File: config.mk
export PLATFORM = sky130hd
export DESIGN_NAME = qam_symbol_upsampler
export DESIGN_NICKNAME = d
export VERILOG_FILES = /design/src/rtl/qam_tx_pkg.sv /design/src/rtl/qam_sym_fifo.sv /design/src/rtl/qam_symbol_upsampler.sv
export SDC_FILE = /design/constraint.sdc
export NUM_CORES = 1
export LEC_CHECK = 0
export CAP_MARGIN = 30
export CORE_AREA = 8 8 93 95
export DETAILED_ROUTE_END_ITERATION = 10
export DIE_AREA = 0 0 101 103
export GPL_TIMING_DRIVEN = 0
export PLACE_DENSITY = 0.63
export SYNTH_ARGS = -nofsm -noshare
export SYNTH_HDL_FRONTEND = slang
export SYNTH_HIERARCHICAL = 1
export SYNTH_SLANG_ARGS = --single-unit
File: constraint.sdc
create_clock -name clk -period 2.05 [get_ports clk]
set_input_delay 0.41 -clock clk [delete_from_list [all_inputs] [get_ports clk]]
set_output_delay 0.41 -clock clk [all_outputs]
set_load 0.01 [all_outputs]
File: src/rtl/qam_tx_pkg.sv
// -----------------------------------------------------------------------------
// qam_tx_pkg
//
// Shared definitions for the QAM transmit front end. This package holds the
// default symbol and rate widths, the all-zero symbol that is used for stuffed
// and underrun samples, and the phase-state encoding used by the upsampler.
//
// No ports. Contents:
//   SYM_W         default symbol width (QAM-16 packs 4 bits per symbol)
//   RATE_W        default width of the upsampling rate input
//   ZERO_SYM      symbol value driven on zero-inserted / underrun samples
//   phase_state_e IDLE (sample side parked) / RUN (emitting one sample per clk)
// -----------------------------------------------------------------------------
package qam_tx_pkg;

    localparam int SYM_W  = 4;
    localparam int RATE_W = 9;

    localparam logic [SYM_W-1:0] ZERO_SYM = 4'h0;

    typedef enum logic {
        IDLE = 1'b0,
        RUN  = 1'b1
    } phase_state_e;

endpackage

File: src/rtl/qam_sym_fifo.sv
// -----------------------------------------------------------------------------
// qam_sym_fifo
//
// Small synchronous FIFO that holds packed QAM symbols between the bit
// assembler and the sample-output side of the upsampler. Pointers carry one
// extra wrap bit so that full and empty are told apart without a counter.
// Full and empty are kept as registered flags so they can drive handshake
// outputs directly without a combinational path from push/pop.
//
// Ports:
//   clk        in   single clock
//   rst        in   asynchronous active-high reset (pointers and flags)
//   push_i     in   write wr_data_i; ignored while full
//   wr_data_i  in   symbol to store
//   pop_i      in   discard the head entry; ignored while empty
//   rd_data_o  out  current head entry (valid while not empty)
//   full_o     out  registered full flag
//   empty_o    out  registered empty flag
// -----------------------------------------------------------------------------
module qam_sym_fifo #(
    parameter int WIDTH = 4,
    parameter int DEPTH = 4
) (
    input  logic             clk,
    input  logic             rst,
    input  logic             push_i,
    input  logic [WIDTH-1:0] wr_data_i,
    input  logic             pop_i,
    output logic [WIDTH-1:0] rd_data_o,
    output logic             full_o,
    output logic             empty_o
);

    localparam int AW = $clog2(DEPTH);
    localparam logic [AW:0] PTR_ONE = (AW+1)'(1);

    logic [WIDTH-1:0] mem_q [DEPTH];

    logic [AW:0] wr_ptr_q;
    logic [AW:0] wr_ptr_d;
    logic [AW:0] rd_ptr_q;
    logic [AW:0] rd_ptr_d;
    logic        full_q;
    logic        full_d;
    logic        empty_q;
    logic        empty_d;
    logic        do_push;
    logic        do_pop;

    assign do_push = push_i && !full_q;
    assign do_pop  = pop_i && !empty_q;

    // Advance each pointer on its own qualified request. The flags are derived
    // from the next pointer values so they are ready as registers on the same
    // edge that changes occupancy; a simultaneous push and pop leaves both
    // flags where they were.
    always_comb begin
        wr_ptr_d = wr_ptr_q;
        rd_ptr_d = rd_ptr_q;
        if (do_push) begin
            wr_ptr_d = wr_ptr_q + PTR_ONE;
        end
        if (do_pop) begin
            rd_ptr_d = rd_ptr_q + PTR_ONE;
        end
        empty_d = (wr_ptr_d == rd_ptr_d);
        full_d  = (wr_ptr_d[AW] != rd_ptr_d[AW]) &&
                  (wr_ptr_d[AW-1:0] == rd_ptr_d[AW-1:0]);
    end

    // Pointer and flag registers. Reset empties the FIFO; stored data is left
    // alone because it is unreachable once the pointers are equal.
    always_ff @(posedge clk or posedge rst) begin
        if (rst) begin
            wr_ptr_q <= '0;
            rd_ptr_q <= '0;
            full_q   <= 1'b0;
            empty_q  <= 1'b1;
        end else begin
            wr_ptr_q <= wr_ptr_d;
            rd_ptr_q <= rd_ptr_d;
            full_q   <= full_d;
            empty_q  <= empty_d;
        end
    end

    // Storage array. Only the low pointer bits address it; the wrap bit exists
    // purely for the full/empty distinction.
    always_ff @(posedge clk) begin
        if (do_push) begin
            mem_q[wr_ptr_q[AW-1:0]] <= wr_data_i;
        end
    end

    assign rd_data_o = mem_q[rd_ptr_q[AW-1:0]];
    assign full_o    = full_q;
    assign empty_o   = empty_q;

endmodule

File: src/rtl/qam_symbol_upsampler.sv
// -----------------------------------------------------------------------------
// qam_symbol_upsampler
//
// Feeds the upsampling interpolation filter. A serial payload bitstream is
// accepted over a valid/ready handshake, packed MSB-first into 4-bit QAM
// symbols and queued in qam_sym_fifo. The output side then emits one sample
// per clock: a real symbol on phase 0 of each symbol period, followed by
// L_eff-1 stuffed samples, where L_eff = max(upsampling_rate, 1).
//
// Build option:
//   QAM_SYMBOL_HOLD_EN  defined   -> stuffed samples repeat the last phase-0
//                                    value (sample-and-hold)
//                       undefined -> stuffed samples are zero (zero insertion)
//
// Ports:
//   clk              in   single clock
//   rst              in   asynchronous active-high reset
//   enable           in   runs the sample-output side
//   bit_in           in   payload bit
//   bit_valid        in   bit_in is valid
//   bit_ready        out  block can accept a bit (registered FIFO-not-full)
//   upsampling_rate  in   samples per symbol; 0 and 1 both mean no stuffing
//   data_out         out  sample to the filter (registered)
//   sample_valid     out  data_out is valid this cycle (registered)
//   sym_strobe       out  data_out is a real symbol (registered)
//   underrun         out  one-cycle pulse: a symbol slot found the FIFO empty
//   underrun_sticky  out  latched underrun, cleared only by rst
// -----------------------------------------------------------------------------
module qam_symbol_upsampler #(
    parameter int SYM_W      = qam_tx_pkg::SYM_W,
    parameter int FIFO_DEPTH = 4,
    parameter int RATE_W     = qam_tx_pkg::RATE_W
) (
    input  logic              clk,
    input  logic              rst,
    input  logic              enable,
    input  logic              bit_in,
    input  logic              bit_valid,
    output logic              bit_ready,
    input  logic [RATE_W-1:0] upsampling_rate,
    output logic [SYM_W-1:0]  data_out,
    output logic              sample_valid,
    output logic              sym_strobe,
    output logic              underrun,
    output logic              underrun_sticky
);

    import qam_tx_pkg::*;

    localparam int                CNT_W    = $clog2(SYM_W);
    localparam logic [CNT_W-1:0]  CNT_LAST = CNT_W'(SYM_W - 1);
    localparam logic [CNT_W-1:0]  CNT_ONE  = CNT_W'(1);
    localparam logic [RATE_W-1:0] RATE_ONE = RATE_W'(1);

    logic [SYM_W-2:0]  shift_q;
    logic [SYM_W-2:0]  shift_d;
    logic [CNT_W-1:0]  cnt_q;
    logic [CNT_W-1:0]  cnt_d;
    logic              bit_accept;
    logic              fifo_push;
    logic [SYM_W-1:0]  fifo_wr_data;
    logic              fifo_pop;
    logic [SYM_W-1:0]  fifo_rd_data;
    logic              fifo_full;
    logic              fifo_empty;

    phase_state_e      state_q;
    phase_state_e      state_d;
    logic [RATE_W-1:0] phase_q;
    logic [RATE_W-1:0] phase_d;
    logic [RATE_W-1:0] rate_q;
    logic [RATE_W-1:0] rate_d;
    logic [RATE_W-1:0] rate_eff;
    logic [SYM_W-1:0]  data_q;
    logic [SYM_W-1:0]  data_d;
    logic              valid_q;
    logic              valid_d;
    logic              strobe_q;
    logic              strobe_d;
    logic              underrun_q;
    logic              underrun_d;
    logic              sticky_q;
    logic              sticky_d;
`ifdef QAM_SYMBOL_HOLD_EN
    logic [SYM_W-1:0]  hold_q;
    logic [SYM_W-1:0]  hold_d;
`endif

    // Ready comes straight from the registered full flag, so a pop on the
    // same edge does not open the door for a bit until the following cycle.
    assign bit_ready  = !fifo_full;
    assign bit_accept = bit_valid && !fifo_full;

    // The completed symbol is the three bits already shifted in followed by
    // the bit arriving now, so the first bit of each group lands in the MSB.
    assign fifo_wr_data = {shift_q, bit_in};

    // Bit assembler: count accepted bits 0..SYM_W-1 and push on the last one.
    // The shift register does not need clearing on wrap because the next
    // group completely overwrites it before it is pushed again. Nothing here
    // depends on enable, so a partial symbol survives enable toggling.
    always_comb begin
        shift_d   = shift_q;
        cnt_d     = cnt_q;
        fifo_push = 1'b0;
        if (bit_accept) begin
            if (cnt_q == CNT_LAST) begin
                fifo_push = 1'b1;
                cnt_d     = '0;
            end else begin
                shift_d = {shift_q[SYM_W-3:0], bit_in};
                cnt_d   = cnt_q + CNT_ONE;
            end
        end
    end

    // Assembler registers.
    always_ff @(posedge clk or posedge rst) begin
        if (rst) begin
            shift_q <= '0;
            cnt_q   <= '0;
        end else begin
            shift_q <= shift_d;
            cnt_q   <= cnt_d;
        end
    end

    qam_sym_fifo #(
        .WIDTH (SYM_W),
        .DEPTH (FIFO_DEPTH)
    ) u_fifo (
        .clk       (clk),
        .rst       (rst),
        .push_i    (fifo_push),
        .wr_data_i (fifo_wr_data),
        .pop_i     (fifo_pop),
        .rd_data_o (fifo_rd_data),
        .full_o    (fifo_full),
        .empty_o   (fifo_empty)
    );

    // A rate of zero is treated as one so the phase counter always has at
    // least one phase and never wraps through an empty period.
    assign rate_eff = (upsampling_rate == '0) ? RATE_ONE : upsampling_rate;

    // Phase FSM and next output values. Entering RUN spends one edge arming
    // the counter at phase 0; each later edge in RUN produces one sample.
    // Dropping enable aborts the symbol period on the next edge and the
    // outputs return to zero. The rate is captured only at phase 0 so a
    // mid-period change cannot stretch or shorten the symbol being emitted.
    always_comb begin
        state_d    = state_q;
        phase_d    = phase_q;
        rate_d     = rate_q;
        fifo_pop   = 1'b0;
        data_d     = ZERO_SYM;
        valid_d    = 1'b0;
        strobe_d   = 1'b0;
        underrun_d = 1'b0;
        sticky_d   = sticky_q;
`ifdef QAM_SYMBOL_HOLD_EN
        hold_d     = hold_q;
`endif
        case (state_q)
            IDLE: begin
                phase_d = '0;
                if (enable) begin
                    state_d = RUN;
                end
            end
            RUN: begin
                if (!enable) begin
                    state_d = IDLE;
                    phase_d = '0;
                end else begin
                    valid_d = 1'b1;
                    if (phase_q == '0) begin
                        rate_d  = rate_eff;
                        phase_d = (rate_eff == RATE_ONE) ? '0 : RATE_ONE;
                        if (!fifo_empty) begin
                            fifo_pop = 1'b1;
                            data_d   = fifo_rd_data;
                            strobe_d = 1'b1;
`ifdef QAM_SYMBOL_HOLD_EN
                            hold_d   = fifo_rd_data;
`endif
                        end else begin
                            underrun_d = 1'b1;
                            sticky_d   = 1'b1;
`ifdef QAM_SYMBOL_HOLD_EN
                            hold_d     = ZERO_SYM;
`endif
                        end
                    end else begin
`ifdef QAM_SYMBOL_HOLD_EN
                        data_d = hold_q;
`else
                        data_d = ZERO_SYM;
`endif
                        phase_d = (phase_q == rate_q - RATE_ONE) ? '0 : phase_q + RATE_ONE;
                    end
                end
            end
            default: begin
                state_d = IDLE;
                phase_d = '0;
            end
        endcase
    end

    // Phase state and registered outputs.
    always_ff @(posedge clk or posedge rst) begin
        if (rst) begin
            state_q    <= IDLE;
            phase_q    <= '0;
            rate_q     <= RATE_ONE;
            data_q     <= ZERO_SYM;
            valid_q    <= 1'b0;
            strobe_q   <= 1'b0;
            underrun_q <= 1'b0;
            sticky_q   <= 1'b0;
        end else begin
            state_q    <= state_d;
            phase_q    <= phase_d;
            rate_q     <= rate_d;
            data_q     <= data_d;
            valid_q    <= valid_d;
            strobe_q   <= strobe_d;
            underrun_q <= underrun_d;
            sticky_q   <= sticky_d;
        end
    end

`ifdef QAM_SYMBOL_HOLD_EN
    // Last phase-0 value, repeated on the stuffed phases.
    always_ff @(posedge clk or posedge rst) begin
        if (rst) begin
            hold_q <= ZERO_SYM;
        end else begin
            hold_q <= hold_d;
        end
    end
`endif

    assign data_out        = data_q;
    assign sample_valid    = valid_q;
    assign sym_strobe      = strobe_q;
    assign underrun        = underrun_q;
    assign underrun_sticky = sticky_q;

endmodule

After elaboration in Yosys (flattened, before gate mapping) --
Memories as Yosys holds them, arrays and structs flattened. Index checks and enable logic that the tools add are counted.
Operators by class: bitwise gates (word level) 2, eq/ne operators 6, reductions and logical operators 11, mux-type cells 27, add/sub/neg operators 5
Operators by type and width (number):
- 2-to-1 mux 9 bit | 4
- logical NOT 9 bit | 2
- one-hot mux 9 bit (2 select lines) | 1
- 2-to-1 mux 4 bit | 4
- 2-to-1 mux 1 bit | 15
- adder 9 x 1 -> 9 bit (second input constant) | 1
- == test 9 x 1 -> 1 bit (second input constant) | 1
- == test 9 bit | 1
- subtractor 9 x 1 -> 9 bit (second input constant) | 1
- adder 3 x 1 -> 3 bit (second input constant) | 2
- 2-to-1 mux 3 bit | 2
- logical AND 1 bit | 4
- AND reduction 4 bit | 1
- == test 3 bit | 1
- AND reduction 3 bit | 1
- adder 2 x 1 -> 2 bit (second input constant) | 1
- == test 2 bit | 1
- == test 2 bit (second input constant) | 1
- logical NOT 1 bit | 2
- 2-to-1 mux 2 bit | 1
- inverter 1 bit | 2
- AND reduction 2 bit | 1
- != test 1 bit | 1
Storage, ports and cells: RAM bits 16, register bits 40, input bits 14, memories kept 1
Memory list:
- u_fifo.mem_q | words 4, bits a word 4, rd ports 1, clocked after Yosys merged registers in 0, write ports 1, RTL line qam_sym_fifo.sv:37 | logic [WIDTH-1:0] mem_q [DEPTH];

Logic depth before layout (Yosys ltp) --
depth after elaboration 8, gate-level depth with buffers 9

Modules after synthesis --
The synthesis kept the hierarchy.
By module, submodules not included:
- qam_symbol_upsampler | times used 1, cells each 137, seq. area each 802.0 sq um, area an instance 1594.0 sq um
- qam_sym_fifo | times used 1, cells each 58, seq. area each 681.9 sq um, area an instance 1039.7 sq um

Least setup slack after synthesis --
No wires, ideal clock.
path kind reg-to-reg, start register phase_q[0], end register u_fifo.full_q (netlist: u_fifo/full_o), clock period less this slack 2.175 ns, setup slack -0.125 ns, path buffers 0, arrival time 2.048 ns, library setup time 0.127 ns, stages on the path, launching flop included 10, cell sequence dfrtp_1 -> inv_1 -> ha_1 -> nor4b_1 -> nand3_1 -> nor2_1 -> nor2b_4 -> mux2_4 -> xor2_1 -> nor3_1
Between the ends: cells in the longest elaborated chain, start to end 8, elaborated cells on any way between the ends 9, those cells by class eq/ne (2); mux (4); reduce/logical (3)
RTL lines:
- from (decl) | RTL line qam_symbol_upsampler.sv:69 | logic [RATE_W-1:0] phase_q;
- from (signal assigned) | RTL line qam_symbol_upsampler.sv:224 | phase_q <= phase_d;
- logical NOT 9 bit | RTL line qam_symbol_upsampler.sv:177 | if (phase_q == '0) begin
- 2-to-1 mux 1 bit | RTL line qam_symbol_upsampler.sv:177
- 2-to-1 mux 1 bit | RTL line qam_symbol_upsampler.sv:172 | if (!enable) begin
- 2-to-1 mux 1 bit | RTL line qam_symbol_upsampler.sv:164 | case (state_q)
- net fifo_pop | RTL line qam_symbol_upsampler.sv:62 | logic fifo_pop;
- logical AND 1 bit | RTL line qam_sym_fifo.sv:51 | assign do_pop = pop_i && !empty_q;
- 2-to-1 mux 3 bit | RTL line qam_sym_fifo.sv:63 | if (do_pop) begin
- net u_fifo.rd_ptr_d[1] | RTL line qam_sym_fifo.sv:42 | logic [AW:0] rd_ptr_d;
- == test 2 bit | RTL line qam_sym_fifo.sv:68 | (wr_ptr_d[AW-1:0] == rd_ptr_d[AW-1:0]);
- logical AND 1 bit | RTL line qam_sym_fifo.sv:67 | full_d = (wr_ptr_d[AW] != rd_ptr_d[AW]) &&
- net u_fifo.full_d | RTL line qam_sym_fifo.sv:44 | logic full_d;
- to (signal assigned) | RTL line qam_sym_fifo.sv:82 | full_q <= full_d;
- to (decl) | RTL line qam_sym_fifo.sv:43 | logic full_q;
The timed path passes the listed nets, and every way through them passes these cells. A chain may end at the register's enable or synchronous reset.

Worst setup path in the final report --
start register phase_q[0], end register u_fifo.empty_q (netlist: u_fifo/empty_o)
Between the ends: cells in the longest elaborated chain, start to end 7
RTL lines:
- logical NOT 9 bit | RTL line qam_symbol_upsampler.sv:177
- 2-to-1 mux 1 bit | RTL line qam_symbol_upsampler.sv:177
- 2-to-1 mux 1 bit | RTL line qam_symbol_upsampler.sv:172
- 2-to-1 mux 1 bit | RTL line qam_symbol_upsampler.sv:164
- net fifo_pop | RTL line qam_symbol_upsampler.sv:62
- logical AND 1 bit | RTL line qam_sym_fifo.sv:51
- 2-to-1 mux 3 bit | RTL line qam_sym_fifo.sv:63
- net u_fifo.rd_ptr_d[1] | RTL line qam_sym_fifo.sv:42
- == test 3 bit | RTL line qam_sym_fifo.sv:66 | empty_d = (wr_ptr_d == rd_ptr_d);
- net u_fifo.empty_d | RTL line qam_sym_fifo.sv:46 | logic empty_d;
- to (signal assigned) | RTL line qam_sym_fifo.sv:83 | empty_q <= empty_d;
- to (decl) | RTL line qam_sym_fifo.sv:45 | logic empty_q;
The timed path passes the listed nets, and every way through them passes these cells.

==> results.yml <==
logic_synthesis:
  syn-num-nets: 218
  syn_area_sq_um: 2630
  synth_warnings: 6
  synth_ff_type: "dfrtp_1"
  postSynthCellCount: 195
  yosysUniqueCellTypes: 40
  synth_seq_cells: 56
  async_reset_ff_frac: 0.714
  postSynthAreaPerCell_sq_um: 13.5
  seq_area_frac_synth: 0.563
  synth_edf_count: 16
timing:
  setup_viol: 1
  hold_violations: 0
  worstMarginPinSlew_ns: 0.797
  finalWorstSetupSlack_ns: -0.00235
  fin_crit_sh: 1.00
  fin_crit_ns: 2.05
  slew_headroom: 0.468
  skew_ns: 0.0118
  fmax_ghz: 0.487
  rsz0062_at_grt: "yes"
  maxSlewViolCount: 0
worst_setup_path:
  crit_fanout: 2
  worstRegToRegCells: 9
  worstReg2RegStart: "phase_q[0]"
  critPathRequiredTime_ns: 2.29
  critPathLaunchType: "flip-flop"
  cp-end-kind: "flip-flop"
  worstPathArrival_ns: 2.29
  criticalPathCategory: "reg -> reg"
  cp-startpoint: "phase_q[0]"
die:
  dieHeight_um: 103
  num_io_pins: 23
  fp.dieW_um: 101
  die-area_sq_um: 10400
  placementRows: 31
  initial_core_util: 0.369
  core_sq_um: 7140
clocking:
  numClockSinks: 56
  cts_buffers: 5
  cts-root-buf: "clkbuf_8"
  cts_tree: "yes"
  cts_hold_buf: 0
  cts_buffer_depth: 2
  clock_latency_ns: 0.31
  h-tree-depth: 2
  clk_pin_slew_worst_paths_ns: 0.11
final_layout:
  n_antenna_cell: 0
  post-route-cell-area_sq_um: 3380
  final_nets: 256
  fill_cells: 673
  final_core_util: 0.474
  syn_to_final_growth_pct: 28.3
  drive_gt1_frac: 0.333
  mostFrequentLayoutCells: "dfrtp_1, clkdlybuf4s50_1, edfxtp_1"
  final_common_cell: "dfrtp_1"
run:
  maxCapViolations: 0
global_route:
  grt_pass1_wl_mm: 8.33
  grt_overflow: 0
  grt_start_max_net_pins: 21
  antenna_found_initial: 0
  track_usage: 0.102
  first_global_vias: 1742
route:
  drtIter0Drc: 34
  vias: 1564
  maxUsedRoutingLayer: "met4"
  met3WireLength_um: 91
  met2_length_mm: 2.65
  wl_mm: 4.85
  via_per_inst: 4.70
  wl_per_cell_um: 14.6
  dr.pass1.iters: 3
  postRouteAntennaNets: 0
  met1Wirelength_mm: 2.05
  drcViolationCount: 0
placed_design:
  dpl_cell_area_sq_um: 3010
  numPortBuffers: 22
  gp_congestion: 0.754
  hpwl_mm: 3.55
pwr:
  vdd_drop_max_v: 0.000547
  p_leak_uw: 0.00137
  power_uw: 3290
  p_per_area_nw_per_um2: 972
status:
  status: "finished with violations"
  violations: "negative setup slack"
worst_hold_path:
  hold_class: "in -> async"
-- flip-flops by register name, summed over array words and instances (netlist names), 2 cells and up --
register	cells
u_fifo/rd_ptr_q	3
data_out	4
cnt_q	2
phase_q	9
rate_q	9
u_fifo/mem_q	16
u_fifo/wr_ptr_q	3
shift_q	3
-- per-layer routing --
| layer | vias up | global-route usage |
|---|---|---|
| li1 | 760 | - |
| met1 | 777 | 0.116 |
| met2 | 18 | 0.186 |
| met3 | 9 | 0.0236 |
| met4 | 0 | 0.0275 |
| met5 | - | 0 |
-- power by group --
part	total [uW]	leakage, uW	internal, uW	switching (uW)
clock	650	0.0000511	259	391
sequential	1600	0.000640	1400	193
combinational	1040	0.000681	570	468
-- worst paths after layout --
check / endpoint / slack (ns)
max: u_fifo/empty_o / -0.002
min: u_fifo/wr_ptr_q[2] / 0.37
max in group asynchronous: phase_q[2] / 0.92
max reg2reg: u_fifo/empty_o / -0.002
min reg2reg: underrun_sticky / 0.48
min in group clk: underrun_sticky / 0.48
-- what timing repair did --
action / CTS / global route
endpoints found under the setup margin: 21 / 20
gates resized for setup: 24 / 17
pin swaps: 8 / 15
buffers inserted: 8 / 1
gates cloned: 1 / 0
-- layout make-up --
type	count	area, sq um	area share
Multi-Input combinational cell	121	1280	0.378
Clock inverter	3	28.8	0.00852
Tap cell	99	124	0.0367
Timing Repair Buffer	33	330	0.0977
Clock buffer	5	68.8	0.0204
Inverter	15	56.3	0.0167
Buffer	1	5.00	0.00148
Sequential cell	56	1490	0.440
-- cell usage after synthesis, types with 2 or more instances --
master | n | area (sq um)
dfrtp_1 | 38 | 951
edfxtp_1 | 16 | 480
xor2_1 | 16 | 140
inv_1 | 15 | 56.3
mux2_2 | 13 | 146
nor3_1 | 11 | 55.1
ha_1 | 9 | 113
and2_1 | 8 | 50.1
xnor2_1 | 8 | 70.1
nand2_1 | 6 | 22.5
nand3_1 | 5 | 25.0
mux4_2 | 4 | 90.1
nor2_1 | 4 | 15.0
and3_1 | 3 | 18.8
nand3b_1 | 3 | 22.5
nand4_1 | 3 | 18.8
nor4_1 | 3 | 18.8
a21oi_1 | 2 | 10.0
a2bb2oi_1 | 2 | 17.5
buf_2 | 2 | 10.0
dfstp_2 | 2 | 52.6
mux2_4 | 2 | 30.0
nor2b_4 | 2 | 27.5
nor3b_1 | 2 | 15.0
-- stage by stage --
step | setup TNS (ns) | hold WS, ns | instances | setup WS (ns)
floorplan | 0 | 0.225 | 195 | 0.00509
global placement | -5.25 | 0.458 | 316 | -0.512
detailed placement | -5.16 | 0.464 | 317 | -0.489
CTS | -0.0449 | 0.364 | 333 | -0.0287
global route | -0.875 | 0.418 | 333 | -0.115
finish | -0.00235 | 0.368 | 333 | -0.00235
-- critical path, stage by stage, from the launching register on --
cell and delay, ns:
dfrtp_2 0.43, inv_2 0.07, ha_4 0.11, nor4b_4 0.22, nand3_2 0.17, nor2_4 0.12
nor2b_4 0.19, mux2_4 0.33, xor2_2 0.16, nor3b_2 0.17
-- logic make-up (layout without fill, tap and decap cells) --
group,after synthesis,count (layout),synth area share
and+or+nand+nor,57,57,0.139
DFF,56,56,0.563
xor gates and xnor gates,25,25,0.0860
muxes,19,19,0.101
buffers and inverters,18,57,0.0266
AOI/OAI and AO/OA,11,11,0.0413
adders and majority gates,9,9,0.0428
(Power assumes the default switching activity.)
